$ cat config.mk
export PLATFORM = sky130hd
export DESIGN_NAME = activation_pipe
export DESIGN_NICKNAME = d
export VERILOG_FILES = /design/src/rtl/activation_pipe.sv
export SDC_FILE = /design/constraint.sdc
export NUM_CORES = 1
export LEC_CHECK = 0
export CAP_MARGIN = 20
export CORE_MARGIN = 10
export CORE_UTILIZATION = 35
export DETAILED_ROUTE_END_ITERATION = 10
export PLACE_DENSITY_LB_ADDON = 0.25
export SYNTH_ARGS = -nofsm -noshare
export SYNTH_HDL_FRONTEND = slang
export SYNTH_SLANG_ARGS = --single-unit
$ cat constraint.sdc
create_clock -name clk -period 4.7 [get_ports clk]
set_input_delay 1.41 -clock clk [delete_from_list [all_inputs] [get_ports clk]]
set_output_delay 1.41 -clock clk [all_outputs]
set_load 0.05 [all_outputs]
$ cat src/rtl/activation_pipe.sv
// Two-stage handshaked activation unit: per-beat sigmoid / ReLU / identity over LANES lanes,
// plus a saturating count of saturated sigmoid beats for quantisation debug.
module activation_pipe #(
  parameter int DATA_W  = 8,
  parameter int FRAC_IN = 4,
  parameter int LANES   = 4,
  parameter int CNT_W   = 16
) (
  input  logic                    clk,
  input  logic                    reset,
  input  logic                    in_valid,
  output logic                    in_ready,
  input  logic [1:0]              in_mode,
  input  logic [LANES*DATA_W-1:0] in_zed,
  output logic                    out_valid,
  input  logic                    out_ready,
  output logic [LANES*DATA_W-1:0] out_act,
  input  logic                    clear_count,
  output logic [CNT_W-1:0]        sat_count,
  output logic                    busy
);

  typedef enum logic [1:0] {
    MODE_SIGMOID = 2'b00,
    MODE_RELU    = 2'b01,
    MODE_IDENT   = 2'b10,
    MODE_RSVD    = 2'b11
  } mode_e;

  localparam int ROM_DEPTH = 2**DATA_W;

  // Sigmoid table is evaluated at elaboration from its defining formula, so no init file is needed.
  logic [DATA_W-1:0] sig_rom [ROM_DEPTH];

  for (genvar g = 0; g < ROM_DEPTH; g++) begin : g_rom
    localparam int  SZ  = (g >= ROM_DEPTH / 2) ? g - ROM_DEPTH : g;
    localparam real SV  = real'(SZ) / real'(2**FRAC_IN);
    localparam real RAW = real'(ROM_DEPTH) / (1.0 + $exp(-SV));
    localparam int  RND = $rtoi(RAW + 0.5);
    localparam int  CLP = (RND > ROM_DEPTH - 1) ? ROM_DEPTH - 1 : RND;
    assign sig_rom[g] = DATA_W'(CLP);
  end

  logic                    s1_v_q;
  mode_e                   s1_mode_q;
  logic [LANES*DATA_W-1:0] s1_zed_q;
  logic                    s2_v_q;
  logic                    s2_sig_q;
  logic [LANES*DATA_W-1:0] s2_act_q;
  logic [LANES*DATA_W-1:0] s2_act_d;
  logic [CNT_W-1:0]        sat_count_q;
  logic [CNT_W-1:0]        sat_count_d;
  logic                    en1;
  logic                    en2;
  logic                    out_hs;
  logic                    s2_sat;

  assign en2    = !s2_v_q || out_ready;
  assign en1    = !s1_v_q || en2;
  assign out_hs = s2_v_q && out_ready;

  always_comb begin
    // NOTE: default assignment first, so no path leaves s2_act_d unassigned and no latch is inferred.
    s2_act_d = '0;
    for (int i = 0; i < LANES; i++) begin
      case (s1_mode_q)
        MODE_SIGMOID: s2_act_d[i*DATA_W +: DATA_W] = sig_rom[s1_zed_q[i*DATA_W +: DATA_W]];
        MODE_RELU:    s2_act_d[i*DATA_W +: DATA_W] = s1_zed_q[i*DATA_W + DATA_W - 1]
                                                     ? {DATA_W{1'b0}}
                                                     : s1_zed_q[i*DATA_W +: DATA_W];
        default:      s2_act_d[i*DATA_W +: DATA_W] = s1_zed_q[i*DATA_W +: DATA_W];
      endcase
    end
  end

  // A sigmoid beat saturates when any lane sits on either rail of the output range.
  always_comb begin
    s2_sat = 1'b0;
    for (int i = 0; i < LANES; i++) begin
      if (s2_act_q[i*DATA_W +: DATA_W] == {DATA_W{1'b0}} ||
          s2_act_q[i*DATA_W +: DATA_W] == {DATA_W{1'b1}}) begin
        s2_sat = 1'b1;
      end
    end
    s2_sat = s2_sat && s2_sig_q;
  end

  always_comb begin
    sat_count_d = sat_count_q;
    if (clear_count) begin
      sat_count_d = '0;
    end else if (out_hs && s2_sat && sat_count_q != {CNT_W{1'b1}}) begin
      sat_count_d = sat_count_q + CNT_W'(1);
    end
  end

  always_ff @(posedge clk or posedge reset) begin
    if (reset) begin
      s1_v_q      <= 1'b0;
      s2_v_q      <= 1'b0;
      s2_sig_q    <= 1'b0;
      s2_act_q    <= '0;
      sat_count_q <= '0;
    end else begin
      // NOTE: non-blocking, so both stages shift from pre-edge values and a full pipe moves without a bubble.
      if (en1) s1_v_q <= in_valid;
      if (en2) s2_v_q <= s1_v_q;
      if (en2 && s1_v_q) begin
        s2_act_q <= s2_act_d;
        s2_sig_q <= (s1_mode_q == MODE_SIGMOID);
      end
      sat_count_q <= sat_count_d;
    end
  end

  always_ff @(posedge clk) begin
    // NOTE: the S1 payload carries no reset; s1_v_q alone decides whether it means anything.
    if (en1 && in_valid) begin
      s1_zed_q  <= in_zed;
      s1_mode_q <= mode_e'(in_mode);
    end
  end

  assign in_ready  = en1;
  assign out_valid = s2_v_q;
  assign out_act   = s2_act_q;
  assign sat_count = sat_count_q;
  assign busy      = s1_v_q || s2_v_q;

endmodule
---- Yosys cells after proc, flatten, opt, wreduce, memory -nomap -nowiden ----
Memory sizes are Yosys's and may differ from the RTL's.
Cells that the tools add are included.
storage, ports and cells
  memories kept ........................... 4
  flip-flop bits (word level) ............. 85
  output and inout port bits .............. 51
  bits in read-only memories .............. 8192
memories
  name             words  bits a word  read ports  clocked after Yosys merged registers in  write ports  RTL line  text
  (no name shown)  256    8            1           0                                        0            67        MODE_SIGMOID: s2_act_d[i*DATA_W +: DATA_W] = sig_rom[s1_zed_q[i*DATA_W +: DATA_W]];
  (no name shown)  256    8            1           0                                        0            67
  (no name shown)  256    8            1           0                                        0            67
  (no name shown)  256    8            1           0                                        0            67
operators by class
  reductions and logical operators ........ 21
  equal/unequal tests ..................... 6
  bitwise operators ....................... 4
  magnitude comparators ................... 4
  add/subtract/negate cells ............... 1
  multiplexer cells ....................... 22
operators with widths
  cell                                                                   number
  8-bit two-way mux                                                      8
  8-bit case mux with 2 select lines                                     4
  9-bit >= comparator, second input constant                             4
  8-bit inverter with 9-bit output                                       4
  8-bit equality test, second input constant                             4
  8-bit zero test                                                        4
  16-bit two-way mux                                                     2
  7-bit two-way mux                                                      4
  16-bit by 1-bit adder with 16-bit output, second input constant        1
  16-bit != test, second input constant                                  1
  1-bit logical OR                                                       7
  1-bit logical AND                                                      6
  1-bit two-way mux                                                      4
  2-bit by 1-bit equality test with 1-bit output, second input constant  1
  1-bit zero test                                                        2
  2-bit zero test                                                        1
  2-bit nonzero test                                                     1

---- Logic depth before layout (Yosys ltp) ----
Gate-level depths: netlist of the first run.
  depth in word-level cells ............... 11
  mapped depth ............................ 10
  mapped depth without buffers ............ 8

---- Worst setup path after synthesis of the first run ----
OpenSTA, ideal clock, no wires.
  path type ............................... input to output
  start point ............................. in out_ready
  end point ............................... out in_ready
  stages on the path ...................... 1
  slack ................................... 1.397 ns
  path buffers ............................ 0
  data arrival time ....................... 1.893 ns
  data required time ...................... 3.290 ns
  cell sequence ........................... nand3b_1
on the way
  cells in the longest elaborated chain, start to end .. 2
ends and longest elaborated chain
  element             RTL line  text
  start: declaration  16        input logic out_ready,
  1-bit logical OR    58        assign en2 = !s2_v_q || out_ready;
  1-bit logical OR    59        assign en1 = !s1_v_q || en2;
  end: declaration    12        output logic in_ready,
Every way passes these cells.

---- Worst setup path in the final report of the first run ----
Same ends and word-level chain as after synthesis.

==> results.md, run 1 <==
* Number of H-tree levels at 3
* Die area at roughly 31000 µm²
* Startpoint types: input pin
* Pins Over Slew Limit at 0
* Diode count at 0
* Die H at about 180 µm
* # DRC at 0
* Wire per inst at 19.30 µm
* Seq/Total Area, Yosys at 26.89%
* Worst vdd ir at about 180 µV
* Fin. Hold Viols at 0
* First-pass GRT wire length at 44810 µm
* Clock transition at path regs at 0.06 ns
* Register bit total from synthesis at 85
* Highest routing layer actually used: met4
* Root Buffer: clkbuf_16
* Flop pwr share at roughly a third
* Synth top area share at 14.94%
* Clk buf depth at 2
* Crit Path Class: input pin to output port
* Net Count, Synth at between 1000 and 1500
* Status: finished, final reports clean
* P_sw at 0.001102 W
* Synthesized area at 8543 µm²
* Rel. slew slack at 31.60%
* Routed vias at 8994
* Area of the multi-input gates at 5622 µm²
* Critical Path Sink Type: output port
* Core area at 24180 µm²
* Layout area overhead at 15.51%
* Worst Path Max Fanout at 4
* PnR worst setup slack at 0.4000 ns
* Switching Share at 38.94%
* Yosys cell types at 70
* WP data arrival at 2.89 ns
* Clock sinks at 85
* Pint at 0.001728 W
* HPWL after detailed placement at 19420 µm
* 1st-iter DRT viols at 1034
* Area contributors post-synth: dfrtp_1, edfxtp_1, ha_1
* Commonest cells in the netlist: nand2_1, o21ai_0, a21oi_1
* WHS Path Cells at 2
* Post-route cell area at 9868 µm²
* Initial core utilization at 35.34%
* Min-Delay Startpoint: s2_sig_q$_DFFE_PP0P_
* FMAX at 232.6 MHz
* Largest net degree at the start of global routing at 51
* Post-CTS sizing at 0
* Skew final at 0.01371 ns
* Number of enable flip-flop cells after synthesis at 34
* Post-CTS Setup Inserts at 0
* Post-route ant nets at 0
* Antenna violations before repair at 0
* Total GRT Usage at approximately 17%
* Total area of sequential cells at roughly 2300 µm²
* Worst reg-to-reg setup slack at between 1.5 and 2 ns
* Die width at between 150 and 200 µm
* Pwr Density at 286.9 nW/µm²
* Post-layout nets at between 1000 and 1500
* Layout cells sized above 1 at ~5.3%
* Post-placement cell area at 9519 µm²
* Final period utilization at 91.49%
* WL met2 at 12990 µm
* Setup violations, final at 0
* FF-to-FF path depth at 8
* CTS tree: done
* Clock network fraction of total power at a little under a third
* Worst slew pin tran at 1.022 ns
* Avg Vias per Cell at 6.152
* Hold Crit Class: flip-flop to flip-flop
* Number of global-route vias before repair at 8182
* Drt total wl at 28220 µm
* Clk_lat worst skew at ~0.36 ns
* Ys Warns at 0
* Async S/R FF share, synth at 60.00%
* Min-Delay Endpoint: s2_sig_q$_DFFE_PP0P_
* Port bufs at 89
* Setup TNS at 0 ns
* FP Rows at 57
* Largest area contributor in the netlist: dfrtp_1
* Min Clock Period, post-route at 4.300 ns
* Post-layout util at 40.82%
* Count leader, synth: nand2_1
* Met3 Wirelength at around 1800 µm
* CTS Buf Count at 9
* Most used DFF post-synth: dfrtp_1
* Synthesized netlist cell count at 1124
* GR Overflow Total at 0
* # Max-Cap Violations at 0
* # IOs at 90
* Placer Congestion at 0.9270
* DP Worst Slack at 0.4025 ns
* Critical Path RT at 3.29 ns
* Syn_area_per_cell at 7.601 µm²
* Reg2reg start: s1_zed_q[17]$_DFFE_PP_
* RSZ-0062 raised after global routing: false
* Filler Cell Count at roughly 2500
* Hold buffers post-CTS at 0
* Leak at 3.559 nW
* Worst R2R End: out_act[18]$_DFFE_PP0P_
* Drt pass-1 iters at 8
* Comb pwr share at 34.4%
* Metal-1 WL at 12920 µm
-- flip-flops by register name, summed over array words and instances, names as in the netlist --
name	cells
s1_mode_q	2
s2_sig_q	1
out_act	32
s1_v_q	1
sat_count	16
s1_zed_q	32
out_valid	1
-- cell families (layout without fill, tap and decap cells) --
kind of cell / Yosys count / in the layout / share of synthesized area (%)
AND/OR/NAND/NOR: 388 / 388 / 22.48
multiplexers: 18 / 18 / 2.475
flip-flops: 85 / 85 / 26.89
buffers and inverters: 154 / 168 / 7.323
XOR/XNOR: 1 / 1 / 0.1025
adder cells (fa/ha/maj): 49 / 49 / 7.176
AO/OA/AOI/OAI: 429 / 429 / 33.55
-- routing by layer --
metal | track usage, % | vias to the layer above
li1 | - | 4291
met1 | 23.85 | 4264
met2 | 27.33 | 398
met3 | 2.435 | 41
met4 | 5.193 | 0
met5 | 0 | -
-- worst max-delay path: stages --
cell and delay [ns]:
clkdlybuf4s50_1 0.50, nand3b_1 0.15, clkdlybuf4s50_1 0.82
-- how the worst max path moves through the flow --
stage	startpoint	endpoint	slack, ns	cells past startpoint
2_1_floorplan	out_ready	in_ready	1.40	1
4_1_cts	out_ready	in_ready	0.40	3
3_5_place_dp	out_ready	in_ready	0.40	3
5_1_grt	out_ready	in_ready	0.35	3
3_3_place_gp	out_ready	in_ready	0.41	3
6_report	out_ready	in_ready	0.40	3
-- metrics by stage --
step / std cells / hold WS, ns / total power [W]
after global routing: 1462 / 0.5706 / 0.002962
after detailed placement: 1446 / 0.5184 / 0.001971
after CTS: 1462 / 0.5332 / 0.002839
final: 1462 / 0.5321 / 0.002831
after floorplan: 1124 / 0.4627 / 0.001640
after global placement: 1446 / 0.5040 / 0.001968
-- cell type report --
cell class | instances | area share, %
clock buffer | 10 | 2.422
multi-input combinational | 885 | 56.97
clock inverter | 6 | 1.116
timing repair buffer | 107 | 10.40
tap | 324 | 4.108
sequential | 85 | 23.28
inverter | 45 | 1.712
-- power by group through the flow --
stage / clock network [W] / registers [W] / logic [W]
floorplan: 0 / 0.00112 / 0.000518
global placement: 0 / 0.00101 / 0.000961
detailed placement: 0 / 0.00101 / 0.000965
CTS: 0.000879 / 0.000991 / 0.000968
global route: 0.000905 / 0.00101 / 0.00105
finish: 0.000863 / 0.000995 / 0.000973
-- placed cells by master (no fill, tap or decap), types with 9 or more instances in the layout --
| cell | Yosys | routed |
|---|---|---|
| nand2_1 | 104 | 104 |
| nor2b_1 | 27 | 27 |
| clkbuf_16 | 0 | 9 |
| a22oi_1 | 18 | 18 |
| or4_1 | 11 | 11 |
| a2111oi_0 | 10 | 10 |
| a21oi_1 | 93 | 93 |
| o311ai_0 | 12 | 12 |
| nor2_1 | 88 | 88 |
| nand2b_1 | 28 | 28 |
| o22ai_1 | 14 | 14 |
| inv_1 | 38 | 37 |
| nor4_1 | 14 | 14 |
| dfrtp_1 | 51 | 51 |
| nor3_1 | 20 | 20 |
| nand3_1 | 33 | 33 |
| o21ai_0 | 96 | 96 |
| o31ai_1 | 14 | 14 |
| nand4_1 | 26 | 26 |
| a221oi_1 | 10 | 10 |
| edfxtp_1 | 34 | 34 |
| buf_4 | 0 | 18 |
| o221ai_1 | 13 | 13 |
| o211ai_1 | 26 | 26 |
| mux2i_1 | 11 | 11 |
| a211oi_1 | 30 | 30 |
| clkdlybuf4s50_1 | 0 | 89 |
| ha_1 | 49 | 49 |
| a31oi_1 | 16 | 16 |
Power figures use the tool's default switching activity.
==> inputs of run 2 (changes only) <==
--- a/config.mk
+++ b/config.mk
@@ -5,6 +5,7 @@
 export SDC_FILE = /design/constraint.sdc
 export NUM_CORES = 1
 export LEC_CHECK = 0
+export ABC_AREA = 0
 export CAP_MARGIN = 20
 export CORE_MARGIN = 10
 export CORE_UTILIZATION = 35
==> constraint.sdc (replaced) <==
create_clock -name clk -period 4.7 [get_ports clk]
set_input_delay 0.705 -clock clk [delete_from_list [all_inputs] [get_ports clk]]
set_output_delay 0.705 -clock clk [all_outputs]
set_load 0.05 [all_outputs]
==> run 2 against run 1 <==
Net effect: power shrank 4.5%; utilization shrank 0.30 points; design area is 0.74% lower; critical path type is now flip-flop to flip-flop.
==> results.md, run 2 (synthesis results as in run 1) <==
* FP Rows at 57
* # Max-Cap Violations at 0
* # DRC at 0
* Area of the multi-input gates at roughly 5600 µm²
* Status: finished, final reports clean
* Critical Path RT at 4.98 ns
* Total GRT Usage at 17.39%
* Diode count at 0
* Critical Path Sink Type: flip-flop
* PnR worst setup slack at 1.784 ns
* Pwr Density at 276.0 nW/µm²
* CTS Buf Count at 9
* GR Overflow Total at 0
* Clk buf depth at 2
* Clock transition at path regs at 0.07 ns
* Startpoint types: flip-flop
* Post-CTS Setup Inserts at 0
* Flop pwr share at 36.5%
* Die area at around 31000 µm²
* RSZ-0062 raised after global routing: false
* Pint at 0.001603 W
* First-pass GRT wire length at 44940 µm
* Min Clock Period, post-route at between 2 and 3 ns
* Most frequent cells in the layout: nand2_1, o21ai_0, a21oi_1
* Pins Over Slew Limit at 0
* Most common cell after layout, fill and taps aside: nand2_1
* Final period utilization at 62.05%
* CTS tree: done
* Largest net degree at the start of global routing at 52
* Skew final at 0.01015 ns
* 1st-iter DRT viols at 1508
* Switching Share at 40.70%
* Total power at 0.002704 W
* DP Worst Slack at 1.805 ns
* Crit Path Class: flip-flop to flip-flop
* Clock network fraction of total power at between 20% and 30%
* Antenna violations before repair at 0
* Layout area overhead at 14.66%
* Rel. slew slack at 35.95%
* Port bufs at 89
* Initial core utilization at 35.34%
* Crit-path cells: inv_1 -> ha_1 -> nand2b_1 -> o21ai_0 -> a311o_1 -> or4_1 -> o221a_2 -> o21ai_2
* CP max stage delay at 0.69 ns
* Filler Cell Count at 2435
* Placer Congestion at 0.9291
* WP data arrival at around 3.2 ns
* Die H at 176.2 µm
* Hold buffers post-CTS at 0
* Leak at 3.525 nW
* Die width at 176.2 µm
* HPWL after detailed placement at 19590 µm
* Setup violations, final at 0
* Post-CTS sizing at 0
* Number of global-route vias before repair at 8215
* P_sw at 0.001100 W
* Layout cells sized above 1 at 5.013%
* Post-route ant nets at 0
* Slowest-stage cell, CP: edfxtp_1
* Clk_lat worst skew at 0.35 ns
* Number of H-tree levels at 3
* Avg Vias per Cell at 6.146
* Routed vias at 8979
* Wire per inst at 19.31 µm
* Post-layout nets at 1220
* Hold Crit Class: flip-flop to flip-flop
* Clock sinks at 85
* Worst slew pin tran at 0.9608 ns
* # IOs at 90
* Dpl cells at roughly 1400
* Final cell count without fillers at 1461
* Comb pwr share at 36.2%
* Total area of sequential cells at 2297 µm²
* Worst Path Max Fanout at 15
* Setup TNS at 0 ns
* FMAX at 342.9 MHz
* Fin. Hold Viols at 0
* Root Buffer: clkbuf_16
* Drt total wl at 28210 µm
* Drt pass-1 iters at 6
* Worst vdd ir at 134.9 µV
* Core area at 24180 µm²
run 2: cell types whose count changed in the layout (fill, tap and decap cells not counted):
cell | previous run | this run
clkbuf_1 | 0 | 2
clkbuf_8 | 1 | 0
clkinv_4 | 1 | 0
buf_4 | 18 | 17
bufinv_16 | 3 | 1
clkinv_2 | 0 | 2
run 2: worst max-delay path: cells and delay by family, from the launching register on:
kind	cells	cell delay, ns
simple gates	2	0.66
buf+inv	1	0.28
flops	1	0.69
fa+ha+maj	1	0.49
compound gates	4	0.72
run 2: layout make-up:
class	instances	area share, %
multi-input cells	885	57.39
flip-flops and latches	85	23.45
repair buffers	106	10.40
well taps	324	4.138
clock buffers	11	2.376
inverters	45	1.724
clock inverters	5	0.5237
run 2: final timing paths:
check                                   startpoint                         to  slack [ns]  depth (start not counted)
min                        out_act[29]$_DFFE_PP0P_    out_act[29]$_DFFE_PP0P_        0.54                          2
min reg2reg                out_act[29]$_DFFE_PP0P_    out_act[29]$_DFFE_PP0P_        0.54                          2
max reg2reg                 s1_zed_q[17]$_DFFE_PP_    out_act[18]$_DFFE_PP0P_        1.78                          8
max in group asynchronous                    reset    out_act[27]$_DFFE_PP0P_        3.23                          3
min in group asynchronous                    reset  sat_count[14]$_DFFE_PP0P_        0.69                          2
max                         s1_zed_q[17]$_DFFE_PP_    out_act[18]$_DFFE_PP0P_        1.78                          8
run 2: power groups by stage:
stage / clock [W] / combinational, W / sequential [W]
2_1_floorplan: 0 / 0.000518 / 0.00112
3_3_place_gp: 0 / 0.000972 / 0.00100
3_5_place_dp: 0 / 0.000971 / 0.00100
4_1_cts: 0.000749 / 0.000974 / 0.000986
5_1_grt: 0.000785 / 0.00106 / 0.00100
6_report: 0.000737 / 0.000979 / 0.000988
run 2: through the flow:
stage	utilization [%]	hold slack [ns]	cell area, µm²
floorplan	-	0.4627	8543
global placement	39.34	0.5130	9512
detailed placement	39.34	0.5228	9512
CTS	40.52	0.5361	9796
global route	40.52	0.5704	9796
finish	40.52	0.5366	9796
run 2: layer usage:
| layer | share of wire (%) | wire [µm] | track usage, % | up-vias |
|---|---|---|---|---|
| li1 | - | - | - | 4273 |
| met1 | 46 | 12920 | 24.17 | 4269 |
| met2 | 45 | 12810 | 27.01 | 399 |
| met3 | 7.0 | 1966 | 2.926 | 38 |
| met4 | 1.8 | 517 | 5.157 | 0 |
| met5 | 0 | 0 | 0 | - |
==> inputs of run 3 (changes only) <==
==> constraint.sdc (replaced) <==
create_clock -name clk -period 2.6 [get_ports clk]
set_input_delay 0.39 -clock clk [delete_from_list [all_inputs] [get_ports clk]]
set_output_delay 0.39 -clock clk [all_outputs]
set_load 0.05 [all_outputs]
==> run 3 against run 2 <==
Net effect: sequential power is 74% higher; register-to-register slack worse by 1.5 ns; non-clock buffer count is 52 higher; worst setup slack worse by 1.5 ns; power is 86% higher; routed wire length is 3.6% higher; count of clock-buffer cells in the layout is 1 lower; sequential share of layout area is 1.2 points lower; clock skew is 0.0024 ns lower; first-iteration DRC count is 12% lower; critical endpoint is now sat_count[3]$_DFFE_PP0P_; highest routed layer unchanged.
==> results.md, run 3 (synthesis results as in run 1) <==
* CTS Buf Count at 9
* Core area at 24180 µm²
* Post-CTS Setup Inserts at 0
* Filler Cell Count at between 2000 and 2500
* Setup violations, final at 0
* Leak at between 3 and 4 nW
* Crit-path cells: nor4_1 -> nand2_1 -> nand4b_1 -> o21ai_1 -> buf_4 -> or4_1 -> a21oi_1
* Hold Crit Class: input pin to asynchronous set/reset pin
* Drt total wl at 29210 µm
* Worst Path Max Fanout at 13
* # IOs at 90
* Worst vdd ir at 294.3 µV
* Initial core utilization at 35.34%
* Port bufs at 89
* Post-CTS sizing at 0
* Clock network fraction of total power at 27.2%
* Clk buf depth at 2
* Worst slew pin tran at 0.7188 ns
* # Max-Cap Violations at 0
* RSZ-0062 raised after global routing: false
* Critical Path Sink Type: flip-flop
* Min Clock Period, post-route at ~2.3 ns
* Root Buffer: clkbuf_16
* Largest net degree at the start of global routing at 52
* Total GRT Usage at a little under a fifth
* Post-route ant nets at 0
* Most common cell after layout, fill and taps aside: nand2_1
* Setup TNS at 0 ns
* Antenna violations before repair at 0
* FP Rows at 57
* Avg Vias per Cell at 6.140
* Switching Share at 40.32%
* Worst R2R End: sat_count[3]$_DFFE_PP0P_
* CTS tree: done
* Worst reg-to-reg setup slack at 0.28 ns
* Post-layout nets at 1272
* 1st-iter DRT viols at about 1300
* Startpoint types: flip-flop
* Most frequent cells in the layout: nand2_1, o21ai_0, a21oi_1
* Pins Over Slew Limit at 0
* Placer Congestion at 0.9242
* Number of global-route vias before repair at 8448
* Critical Path RT at 2.88 ns
* Reg2reg start: out_act[8]$_DFFE_PP0P_
* Layout cells sized above 1 at under 10%
* Highest routing layer actually used: met4
* FMAX at 431.7 MHz
* Slowest-stage cell, CP: or4_1
* Die H at 176.2 µm
* Die area at 31060 µm²
* Layout area overhead at 20.58%
* Fin. Hold Viols at 0
* Wire per inst at 19.31 µm
* Rel. slew slack at 52.08%
* Crit Path Class: flip-flop to flip-flop
* WP data arrival at 2.59 ns
* HPWL after detailed placement at 20880 µm
* Buf/Inv on CP at 1
* Clock sinks at 85
* CP max stage delay at 0.46 ns
* Hold buffers post-CTS at 0
* Status: finished, final reports clean
* Diode count at 0
* Pint at 0.003004 W
* Clk_lat worst skew at around 0.35 ns
* Pwr Density at 488.5 nW/µm²
* Number of H-tree levels at 3
* Final period utilization at 89.10%
* Clock transition at path regs at roughly 0.07 ns
* Routed vias at 9290
* Met3 Wirelength at between 2000 and 3000 µm
* Comb pwr share at 38.6%
* First-pass GRT wire length at 46550 µm
* P_sw at 0.002029 W
* WL met2 at between 10000 and 15000 µm
* Drt pass-1 iters at 6
* # DRC at 0
* FF-to-FF path depth at 7
* Metal-1 WL at 12560 µm
* CP delay by family, top: simple AND/OR/NAND/NOR gates
* Die width at 176.2 µm
* Skew final at 0.007752 ns
* Final Hold Slack at 0.3972 ns
* GR Overflow Total at 0
* Flop pwr share at 34.2%
run 3: cell types whose count changed in the layout (fill, tap and decap cells not counted), sizes merged:
| cell | previous run | this run |
|---|---|---|
| clkinvlp | 1 | 2 |
| clkbuf | 11 | 10 |
| buf | 17 | 70 |
| clkdlybuf4s50 | 89 | 88 |
run 3: area by class of cell:
| class | count | area [µm²] | area share, % |
|---|---|---|---|
| multi-input combinational | 885 | 5622 | 54.57 |
| sequential | 85 | 2297 | 22.30 |
| timing repair buffer | 158 | 1506 | 14.62 |
| tap | 324 | 405.4 | 3.935 |
| clock buffer | 10 | 239.0 | 2.320 |
| inverter | 45 | 168.9 | 1.640 |
| clock inverter | 6 | 62.56 | 0.6073 |
run 3: how the worst max path moves through the flow:
stage / startpoint / end / slack, ns / cells past startpoint
floorplan: s1_zed_q[17]$_DFFE_PP_ / out_act[18]$_DFFE_PP0P_ / 0.02 / 9
global placement: out_act[8]$_DFFE_PP0P_ / sat_count[3]$_DFFE_PP0P_ / 0.34 / 7
detailed placement: out_act[8]$_DFFE_PP0P_ / sat_count[3]$_DFFE_PP0P_ / 0.27 / 7
CTS: out_act[8]$_DFFE_PP0P_ / sat_count[3]$_DFFE_PP0P_ / 0.25 / 7
global route: s1_zed_q[25]$_DFFE_PP_ / out_act[26]$_DFFE_PP0P_ / 0.06 / 8
finish: out_act[8]$_DFFE_PP0P_ / sat_count[3]$_DFFE_PP0P_ / 0.28 / 7
run 3: metrics by stage:
stage | area, µm² | total power [W] | worst slack, ns | utilization [%] | instances
finish | 10300 | 0.005032 | 0.2834 | 42.61 | 1513
global route | 10300 | 0.005286 | 0.06014 | 42.61 | 1513
CTS | 10300 | 0.005052 | 0.2521 | 42.61 | 1513
detailed placement | 10000 | 0.003667 | 0.2746 | 41.36 | 1497
global placement | 10000 | 0.003664 | 0.3432 | 41.36 | 1497
floorplan | 8543 | 0.002964 | 0.02452 | - | 1124
run 3: metal layers:
metal / vias up / track usage (%)
met5: - / 0
met4: 0 / 6.076
met3: 56 / 3.460
met2: 487 / 28.40
met1: 4363 / 24.37
li1: 4384 / -
run 3: power groups by stage:
| stage | registers [W] | clock network, W | logic, W |
|---|---|---|---|
| floorplan | 0.00203 | 0 | 0.000936 |
| global placement | 0.00174 | 0 | 0.00193 |
| detailed placement | 0.00175 | 0 | 0.00192 |
| CTS | 0.00172 | 0.00141 | 0.00193 |
| global route | 0.00175 | 0.00145 | 0.00209 |
| finish | 0.00172 | 0.00137 | 0.00194 |
run 3: worst reg2reg max path: stages (launching register included):
cell,delay [ns]
dfrtp_1,0.43
nor4_1,0.37
nand2_1,0.10
nand4b_1,0.19
o21ai_1,0.25
buf_4,0.27
or4_1,0.47
a21oi_1,0.17
